$ cat config.mk
export PLATFORM = sky130hd
export DESIGN_NAME = conv_enc_blk_sequencer_flat
export DESIGN_NICKNAME = d
export VERILOG_FILES = /design/src/rtl/conv_enc_blk_sequencer_if.sv /design/src/rtl/conv_enc_blk_sequencer.sv /design/src/flat_wrapper.sv
export SDC_FILE = /design/constraint.sdc
export NUM_CORES = 1
export LEC_CHECK = 0
export ABC_CLOCK_PERIOD_IN_PS = 2800
export BUFFER_PORTS_ARGS = -buffer_cell sky130_fd_sc_hd__buf_2
export CAP_MARGIN = 20
export CORE_ASPECT_RATIO = 0.75
export CORE_UTILIZATION = 45
export CTS_CLUSTER_SIZE = 8
export DETAILED_ROUTE_END_ITERATION = 10
export PLACE_DENSITY_LB_ADDON = 0.3
export SYNTH_ARGS = -nofsm -noshare
export SYNTH_HDL_FRONTEND = slang
export SYNTH_SLANG_ARGS = --single-unit
$ cat constraint.sdc
create_clock -name clk -period 2.8 [get_ports clk]
set_input_delay 0.42 -clock clk [delete_from_list [all_inputs] [get_ports clk]]
set_output_delay 0.42 -clock clk [all_outputs]
set_load 0.02 [all_outputs]
$ cat src/rtl/conv_enc_blk_sequencer_if.sv
// Handshake and data bundle between the host/encoder side and the block sequencer.
// The host/encoder side uses the master modport; the sequencer uses the slave modport.
interface conv_enc_blk_sequencer_if #(
    parameter int DATA_W = 8
);
    logic              blk_ready;
    logic              length_sel;
    logic [DATA_W-1:0] tail_byte_in;
    logic              data_valid;
    logic              code_block_length;
    logic [DATA_W-1:0] tail_byte;
    logic              computation_done;
    logic [DATA_W-1:0] q0;
    logic [DATA_W-1:0] q1;
    logic [DATA_W-1:0] q2;
    logic              rdreq_subblock;
    logic              out_valid;
    logic [15:0]       sum0;
    logic [15:0]       sum1;
    logic [15:0]       sum2;
    logic [15:0]       byte_count;
    logic              busy;
    logic              test_done;
    logic              timeout_err;

    modport master (
        output blk_ready, length_sel, tail_byte_in, computation_done, q0, q1, q2,
        input  data_valid, code_block_length, tail_byte, rdreq_subblock, out_valid,
               sum0, sum1, sum2, byte_count, busy, test_done, timeout_err
    );

    modport slave (
        input  blk_ready, length_sel, tail_byte_in, computation_done, q0, q1, q2,
        output data_valid, code_block_length, tail_byte, rdreq_subblock, out_valid,
               sum0, sum1, sum2, byte_count, busy, test_done, timeout_err
    );
endinterface

$ cat src/rtl/conv_enc_blk_sequencer.sv
// Block sequencer for the convolutional encoder: starts a block on a rising
// blk_ready, waits for the encoder, drains N subblock bytes per stream while
// keeping 16-bit wrapping checksums, and reports done or an ENCODE timeout.
module conv_enc_blk_sequencer #(
    parameter int DATA_W      = 8,
    parameter int SHORT_BYTES = 132,
    parameter int LONG_BYTES  = 768,
    parameter int RD_LATENCY  = 1,
    parameter int TIMEOUT_CYC = 1048575
) (
    input logic                   clk,
    input logic                   reset,
    conv_enc_blk_sequencer_if.slave bus
);

    typedef enum logic [2:0] {
        S_IDLE,
        S_START,
        S_ENCODE,
        S_DRAIN,
        S_FLUSH,
        S_DONE,
        S_ERROR
    } state_t;

    state_t              state_q, state_d;
    logic                was_ready_q, was_ready_d;
    logic                len_q, len_d;
    logic [DATA_W-1:0]   tail_q, tail_d;
    logic [19:0]         tmo_cnt_q, tmo_cnt_d;
    logic [15:0]         rd_cnt_q, rd_cnt_d;
    logic [RD_LATENCY-1:0] dly_q, dly_d;
    logic [15:0]         sum0_q, sum0_d;
    logic [15:0]         sum1_q, sum1_d;
    logic [15:0]         sum2_q, sum2_d;
    logic [15:0]         byte_count_q, byte_count_d;
    logic                start_evt;
    logic                rdreq;
    logic                cap_vld;

    // Checksum accumulate: zero-extend the byte and wrap modulo 2^16.
    function automatic logic [15:0] wrap_add16(input logic [15:0] acc,
                                               input logic [DATA_W-1:0] b);
        return acc + 16'(b);
    endfunction

    // Next-state, counters, delay line and checksum update.
    always_comb begin
        state_d      = state_q;
        was_ready_d  = bus.blk_ready;
        len_d        = len_q;
        tail_d       = tail_q;
        tmo_cnt_d    = tmo_cnt_q;
        rd_cnt_d     = rd_cnt_q;
        sum0_d       = sum0_q;
        sum1_d       = sum1_q;
        sum2_d       = sum2_q;
        byte_count_d = byte_count_q;
        rdreq        = 1'b0;
        start_evt    = bus.blk_ready & ~was_ready_q;
        cap_vld      = dly_q[RD_LATENCY-1];

        // Read data arrives RD_LATENCY cycles after its strobe.
        if (cap_vld) begin
            sum0_d       = wrap_add16(sum0_q, bus.q0);
            sum1_d       = wrap_add16(sum1_q, bus.q1);
            sum2_d       = wrap_add16(sum2_q, bus.q2);
            byte_count_d = byte_count_q + 16'd1;
        end

        case (state_q)
            S_IDLE, S_DONE: begin
                // A start while busy never reaches here, so it is dropped, not queued.
                if (start_evt) begin
                    state_d      = S_START;
                    sum0_d       = '0;
                    sum1_d       = '0;
                    sum2_d       = '0;
                    byte_count_d = '0;
                    len_d        = bus.length_sel;
                    tail_d       = bus.tail_byte_in;
                end
            end
            S_START: begin
                tmo_cnt_d = '0;
                state_d   = S_ENCODE;
            end
            S_ENCODE: begin
                // Done takes priority over a timeout in the same cycle.
                if (bus.computation_done) begin
                    state_d  = S_DRAIN;
                    rd_cnt_d = len_q ? 16'(LONG_BYTES) : 16'(SHORT_BYTES);
                end else if (tmo_cnt_q == 20'(TIMEOUT_CYC - 1)) begin
                    state_d = S_ERROR;
                end else begin
                    tmo_cnt_d = tmo_cnt_q + 20'd1;
                end
            end
            S_DRAIN: begin
                rdreq = 1'b1;
                if (rd_cnt_q == 16'd1) begin
                    state_d  = S_FLUSH;
                    rd_cnt_d = 16'(RD_LATENCY - 1);
                end else begin
                    rd_cnt_d = rd_cnt_q - 16'd1;
                end
            end
            S_FLUSH: begin
                // Hold off DONE until the last strobe's data has been summed.
                if (rd_cnt_q == 16'd0) begin
                    state_d = S_DONE;
                end else begin
                    rd_cnt_d = rd_cnt_q - 16'd1;
                end
            end
            S_ERROR: begin
                state_d = S_ERROR;
            end
            default: begin
                state_d = S_IDLE;
            end
        endcase

        dly_d[0] = rdreq;
        for (int i = 1; i < RD_LATENCY; i++) begin
            dly_d[i] = dly_q[i-1];
        end
    end

    // State and datapath registers; reset clears everything including the delay line.
    always_ff @(posedge clk) begin
        if (!reset) begin
            state_q      <= S_IDLE;
            was_ready_q  <= 1'b0;
            len_q        <= 1'b0;
            tail_q       <= '0;
            tmo_cnt_q    <= '0;
            rd_cnt_q     <= '0;
            dly_q        <= '0;
            sum0_q       <= '0;
            sum1_q       <= '0;
            sum2_q       <= '0;
            byte_count_q <= '0;
        end else begin
            state_q      <= state_d;
            was_ready_q  <= was_ready_d;
            len_q        <= len_d;
            tail_q       <= tail_d;
            tmo_cnt_q    <= tmo_cnt_d;
            rd_cnt_q     <= rd_cnt_d;
            dly_q        <= dly_d;
            sum0_q       <= sum0_d;
            sum1_q       <= sum1_d;
            sum2_q       <= sum2_d;
            byte_count_q <= byte_count_d;
        end
    end

    assign bus.data_valid        = (state_q == S_START);
    assign bus.code_block_length = len_q;
    assign bus.tail_byte         = tail_q;
    assign bus.rdreq_subblock    = rdreq;
    assign bus.out_valid         = cap_vld;
    assign bus.sum0              = sum0_q;
    assign bus.sum1              = sum1_q;
    assign bus.sum2              = sum2_q;
    assign bus.byte_count        = byte_count_q;
    assign bus.busy              = (state_q == S_START) || (state_q == S_ENCODE) ||
                                   (state_q == S_DRAIN) || (state_q == S_FLUSH);
    assign bus.test_done         = (state_q == S_DONE);
    assign bus.timeout_err       = (state_q == S_ERROR);

endmodule

$ cat src/flat_wrapper.sv
// flat-port wrapper written by rule: the top's interface ports become plain ports
module conv_enc_blk_sequencer_flat 
#(
    parameter int DATA_W      = 8,
    parameter int SHORT_BYTES = 132,
    parameter int LONG_BYTES  = 768,
    parameter int RD_LATENCY  = 1,
    parameter int TIMEOUT_CYC = 1048575
)
  (clk, reset, bus_blk_ready, bus_length_sel, bus_tail_byte_in, bus_computation_done, bus_q0, bus_q1, bus_q2, bus_data_valid, bus_code_block_length, bus_tail_byte, bus_rdreq_subblock, bus_out_valid, bus_sum0, bus_sum1, bus_sum2, bus_byte_count, bus_busy, bus_test_done, bus_timeout_err);
  conv_enc_blk_sequencer_if #(.DATA_W(DATA_W)) bus_i ();
  input logic clk;
  input logic reset;
  input wire logic [$bits(bus_i.blk_ready)-1:0] bus_blk_ready;
  input wire logic [$bits(bus_i.length_sel)-1:0] bus_length_sel;
  input wire logic [$bits(bus_i.tail_byte_in)-1:0] bus_tail_byte_in;
  input wire logic [$bits(bus_i.computation_done)-1:0] bus_computation_done;
  input wire logic [$bits(bus_i.q0)-1:0] bus_q0;
  input wire logic [$bits(bus_i.q1)-1:0] bus_q1;
  input wire logic [$bits(bus_i.q2)-1:0] bus_q2;
  output wire logic [$bits(bus_i.data_valid)-1:0] bus_data_valid;
  output wire logic [$bits(bus_i.code_block_length)-1:0] bus_code_block_length;
  output wire logic [$bits(bus_i.tail_byte)-1:0] bus_tail_byte;
  output wire logic [$bits(bus_i.rdreq_subblock)-1:0] bus_rdreq_subblock;
  output wire logic [$bits(bus_i.out_valid)-1:0] bus_out_valid;
  output wire logic [$bits(bus_i.sum0)-1:0] bus_sum0;
  output wire logic [$bits(bus_i.sum1)-1:0] bus_sum1;
  output wire logic [$bits(bus_i.sum2)-1:0] bus_sum2;
  output wire logic [$bits(bus_i.byte_count)-1:0] bus_byte_count;
  output wire logic [$bits(bus_i.busy)-1:0] bus_busy;
  output wire logic [$bits(bus_i.test_done)-1:0] bus_test_done;
  output wire logic [$bits(bus_i.timeout_err)-1:0] bus_timeout_err;
  assign bus_i.blk_ready = bus_blk_ready;
  assign bus_i.length_sel = bus_length_sel;
  assign bus_i.tail_byte_in = bus_tail_byte_in;
  assign bus_i.computation_done = bus_computation_done;
  assign bus_i.q0 = bus_q0;
  assign bus_i.q1 = bus_q1;
  assign bus_i.q2 = bus_q2;
  assign bus_data_valid = bus_i.data_valid;
  assign bus_code_block_length = bus_i.code_block_length;
  assign bus_tail_byte = bus_i.tail_byte;
  assign bus_rdreq_subblock = bus_i.rdreq_subblock;
  assign bus_out_valid = bus_i.out_valid;
  assign bus_sum0 = bus_i.sum0;
  assign bus_sum1 = bus_i.sum1;
  assign bus_sum2 = bus_i.sum2;
  assign bus_byte_count = bus_i.byte_count;
  assign bus_busy = bus_i.busy;
  assign bus_test_done = bus_i.test_done;
  assign bus_timeout_err = bus_i.timeout_err;
  conv_enc_blk_sequencer #(.DATA_W(DATA_W), .SHORT_BYTES(SHORT_BYTES), .LONG_BYTES(LONG_BYTES), .RD_LATENCY(RD_LATENCY), .TIMEOUT_CYC(TIMEOUT_CYC)) u_core (.clk(clk), .reset(reset), .bus(bus_i));
endmodule
==> flow_summary.json <==
{
  "ioPinCount": 116,
  "overflow": 0,
  "grt_max_degree": 62,
  "port_buffers": 115,
  "wl_per_cell_um": 13.4,
  "cp_slowest_cell": "o21ai_1",
  "core_um2": 13100,
  "rsz0062_at_grt": "false",
  "regToRegEndpoint": "u_core.rd_cnt_q[5]$_SDFFE_PN0P_",
  "ys_seq_area_share_pct": 37.8,
  "yosys_most_used_dff": "dfxtp_1",
  "drive_gt1_share_pct": 20.3,
  "cts_resized": 0,
  "synth_top_cell_area_share_pct": 37.8,
  "initial_core_util_pct": 46.3,
  "rows": 36,
  "ir_worst_vdd_mv": 0.407,
  "period_share_pct": 86.6,
  "synth-seq-cells": 114,
  "fp.dieH_um": 102,
  "antenna_found_initial": 0,
  "diodes": 0,
  "cts_root_buffer": "clkbuf_16",
  "firstDrtPassIters": 5,
  "dpl.cell_count": 988,
  "startpoint_type": "flop",
  "syn_nets": 789,
  "slew_viol_final": 0,
  "final-setup-viol-count": 0,
  "cp.arrival_ns": 2.70,
  "yosys-top-cells-area": "dfxtp_1, nor2_1, ha_1",
  "synth_edf_count": 0,
  "clkSinkCount": 114,
  "syn_inst": 720,
  "post-cts-setup-buffers": 0,
  "synth_area_um2": 6040,
  "finalNonFillerCells": 1020,
  "drt_iter0_drc": 243,
  "gp_congestion": 0.872,
  "finalWirelength_um": 13600,
  "critical_path.top_delay_family": "compound AO/OA/AOI/OAI gates",
  "status": "finished, final reports clean",
  "p_leak_nw": 3.03,
  "required_ns": 3.08,
  "min_to": "u_core.was_ready_q$_SDFF_PN0_",
  "h-tree-depth": 4,
  "post_synth_num_cell_types": 57,
  "worst_pin_slew_ns": 0.961,
  "min-delay-start": "bus_blk_ready",
  "timing.critical_path.cells": "inv_1, ha_1, or3b_2, nor4_2, o21ai_1, o21ai_0, a22oi_1, nor2_1",
  "avgViaCountPerCell": 5.34,
  "hold_path_depth": 2,
  "clock_path_buffers": 2,
  "worst_slack_ns": 0.376,
  "drv_cap": 0,
  "hp-class": "in -> reg",
  "synth_top_cells_by_count": "dfxtp_1, nor2_1, o21ai_0",
  "drc": 0,
  "slew_headroom_pct": 35.5,
  "chipWidth_um": 136,
  "final_core_util_pct": 56.4,
  "crit_buf_inv": 1,
  "crit_type": "reg -> reg",
  "r2r_setup_slack_ns": 0.38,
  "finalCriticalPeriod_ns": 2.42,
  "first_global_vias": 4592,
  "hold_viol": 0,
  "yosysWarnings": 0,
  "critPathMaxStageDelay_ns": 0.74,
  "syn_to_final_growth_pct": 22.0,
  "rr_worst_depth": 8,
  "max_freq_mhz": 413,
  "clkTransAtPathRegs_ns": 0.05,
  "syn_avg_cell_area_um2": 8.39,
  "reg2reg_from": "u_core.rd_cnt_q[0]$_SDFFE_PN0P_",
  "pre_cts_ws_ns": 0.455,
  "skew_ns": 0.0133,
  "yosys.area.top_type": "dfxtp_1",
  "cts_hold_buf": 0,
  "grt_pass1_wl_um": 21800,
  "clk-insertion-delay-late_ns": 0.41,
  "yosysMostFrequentCell": "dfxtp_1",
  "track_usage_pct": 19.6,
  "die_area_um2": 13900,
  "ant_nets": 0,
  "critical_path.max_fanout": 17,
  "cts_buffers": 17,
  "async_flop_share_pct": 0,
  "nets": 905,
  "cts_tree": "yes",
  "num_vias": 5449,
  "tns_ns": 0,
  "p_per_area_nw_per_um2": 732,
  "endpoint_kind": "flop",
  "dp_hpwl_um": 9530
}
## metal layers
| metal | up-vias | GRT usage, % | routed length, µm |
|---|---|---|---|
| met5 | - | 0 | 0 |
| met4 | 0 | 5.79 | 57 |
| met3 | 7 | 4.96 | 495 |
| met2 | 117 | 29.7 | 5990 |
| met1 | 2506 | 27.2 | 7090 |
| li1 | 2819 | - | - |
## worst max path at each step
stage,cells past startpoint,startpoint,endpoint
after floorplan,8,u_core.bus.sum0[0]$_SDFF_PN0_,u_core.bus.sum0[10]$_SDFF_PN0_
after global placement,8,u_core.rd_cnt_q[0]$_SDFFE_PN0P_,u_core.rd_cnt_q[14]$_SDFFE_PN0P_
after detailed placement,8,u_core.rd_cnt_q[0]$_SDFFE_PN0P_,u_core.rd_cnt_q[14]$_SDFFE_PN0P_
after CTS,8,u_core.rd_cnt_q[0]$_SDFFE_PN0P_,u_core.rd_cnt_q[5]$_SDFFE_PN0P_
after global routing,8,u_core.rd_cnt_q[1]$_SDFFE_PN0P_,u_core.rd_cnt_q[5]$_SDFFE_PN0P_
final,8,u_core.rd_cnt_q[0]$_SDFFE_PN0P_,u_core.rd_cnt_q[5]$_SDFFE_PN0P_
## cell families (layout without fill, tap and decap cells)
group | after synthesis | after routing | share of synthesized area, %
compound gates | 154 | 154 | 15.3
xor+xnor | 48 | 48 | 6.96
fa+ha+maj | 32 | 32 | 7.00
buf+inv | 41 | 170 | 3.06
flops | 114 | 114 | 37.8
mux | 29 | 29 | 4.87
simple gates | 302 | 302 | 25.1
## stage by stage
| step | cell area (µm²) | hold WS, ns | total power [mW] |
|---|---|---|---|
| floorplan | 6040 | 0.436 | 2.95 |
| global placement | 6800 | 0.462 | 3.28 |
| detailed placement | 6800 | 0.458 | 3.28 |
| CTS | 7370 | 0.223 | 5.42 |
| global route | 7370 | 0.235 | 5.68 |
| finish | 7370 | 0.233 | 5.40 |
## layout make-up
cell class                 count  area (µm²)
fill                        1240        5690
sequential                   114        2280
multi-input combinational    565        3580
clock buffer                  20         437
tap                          171         214
timing repair buffer         126         671
inverter                      12        45.0
clock inverter                12         140
## power by group
group / total [mW] / switching (mW) / internal (mW)
registers: 1.85 / 0.129 / 1.72
logic: 1.42 / 0.882 / 0.536
clock network: 2.13 / 0.744 / 1.38
## registers in the layout, indices dropped and copies added, names as in the netlist
register / cells
u_core.tmo_cnt_q: 20
u_core.bus.byte_count: 16
u_core.bus.sum0: 16
u_core.bus.sum1: 16
u_core.bus.sum2: 16
u_core.rd_cnt_q: 16
u_core.bus.tail_byte: 8
u_core.state_q: 3
u_core.bus.code_block_length: 1
u_core.bus.out_valid: 1
u_core.was_ready_q: 1
## cell usage in the layout (no fill, tap or decap), drive strengths merged, types with 7 or more instances in the layout
cell type | Yosys | routed
nor3 | 18 | 18
xor2 | 26 | 26
buf | 9 | 126
a21o | 8 | 8
inv | 11 | 11
xnor2 | 22 | 22
a21oi | 43 | 43
nor4 | 8 | 8
and3 | 11 | 11
o21ai | 58 | 58
nor2 | 112 | 112
dfxtp | 114 | 114
nand2 | 38 | 38
nand4 | 13 | 13
nand3 | 37 | 37
or3 | 25 | 25
clkbuf | 20 | 20
clkinv | 1 | 8
nand3b | 7 | 7
o21a | 8 | 8
mux2i | 26 | 26
ha | 29 | 29
## worst register-to-register path, delay by kind of cell, from the launching register on
family          cells  cell delay [ns]
flops               1             0.39
simple gates        3             0.39
compound gates      3             1.21
buf+inv             1             0.09
fa+ha+maj           1             0.23
Note: power is estimated with default switching activity, not from simulation.
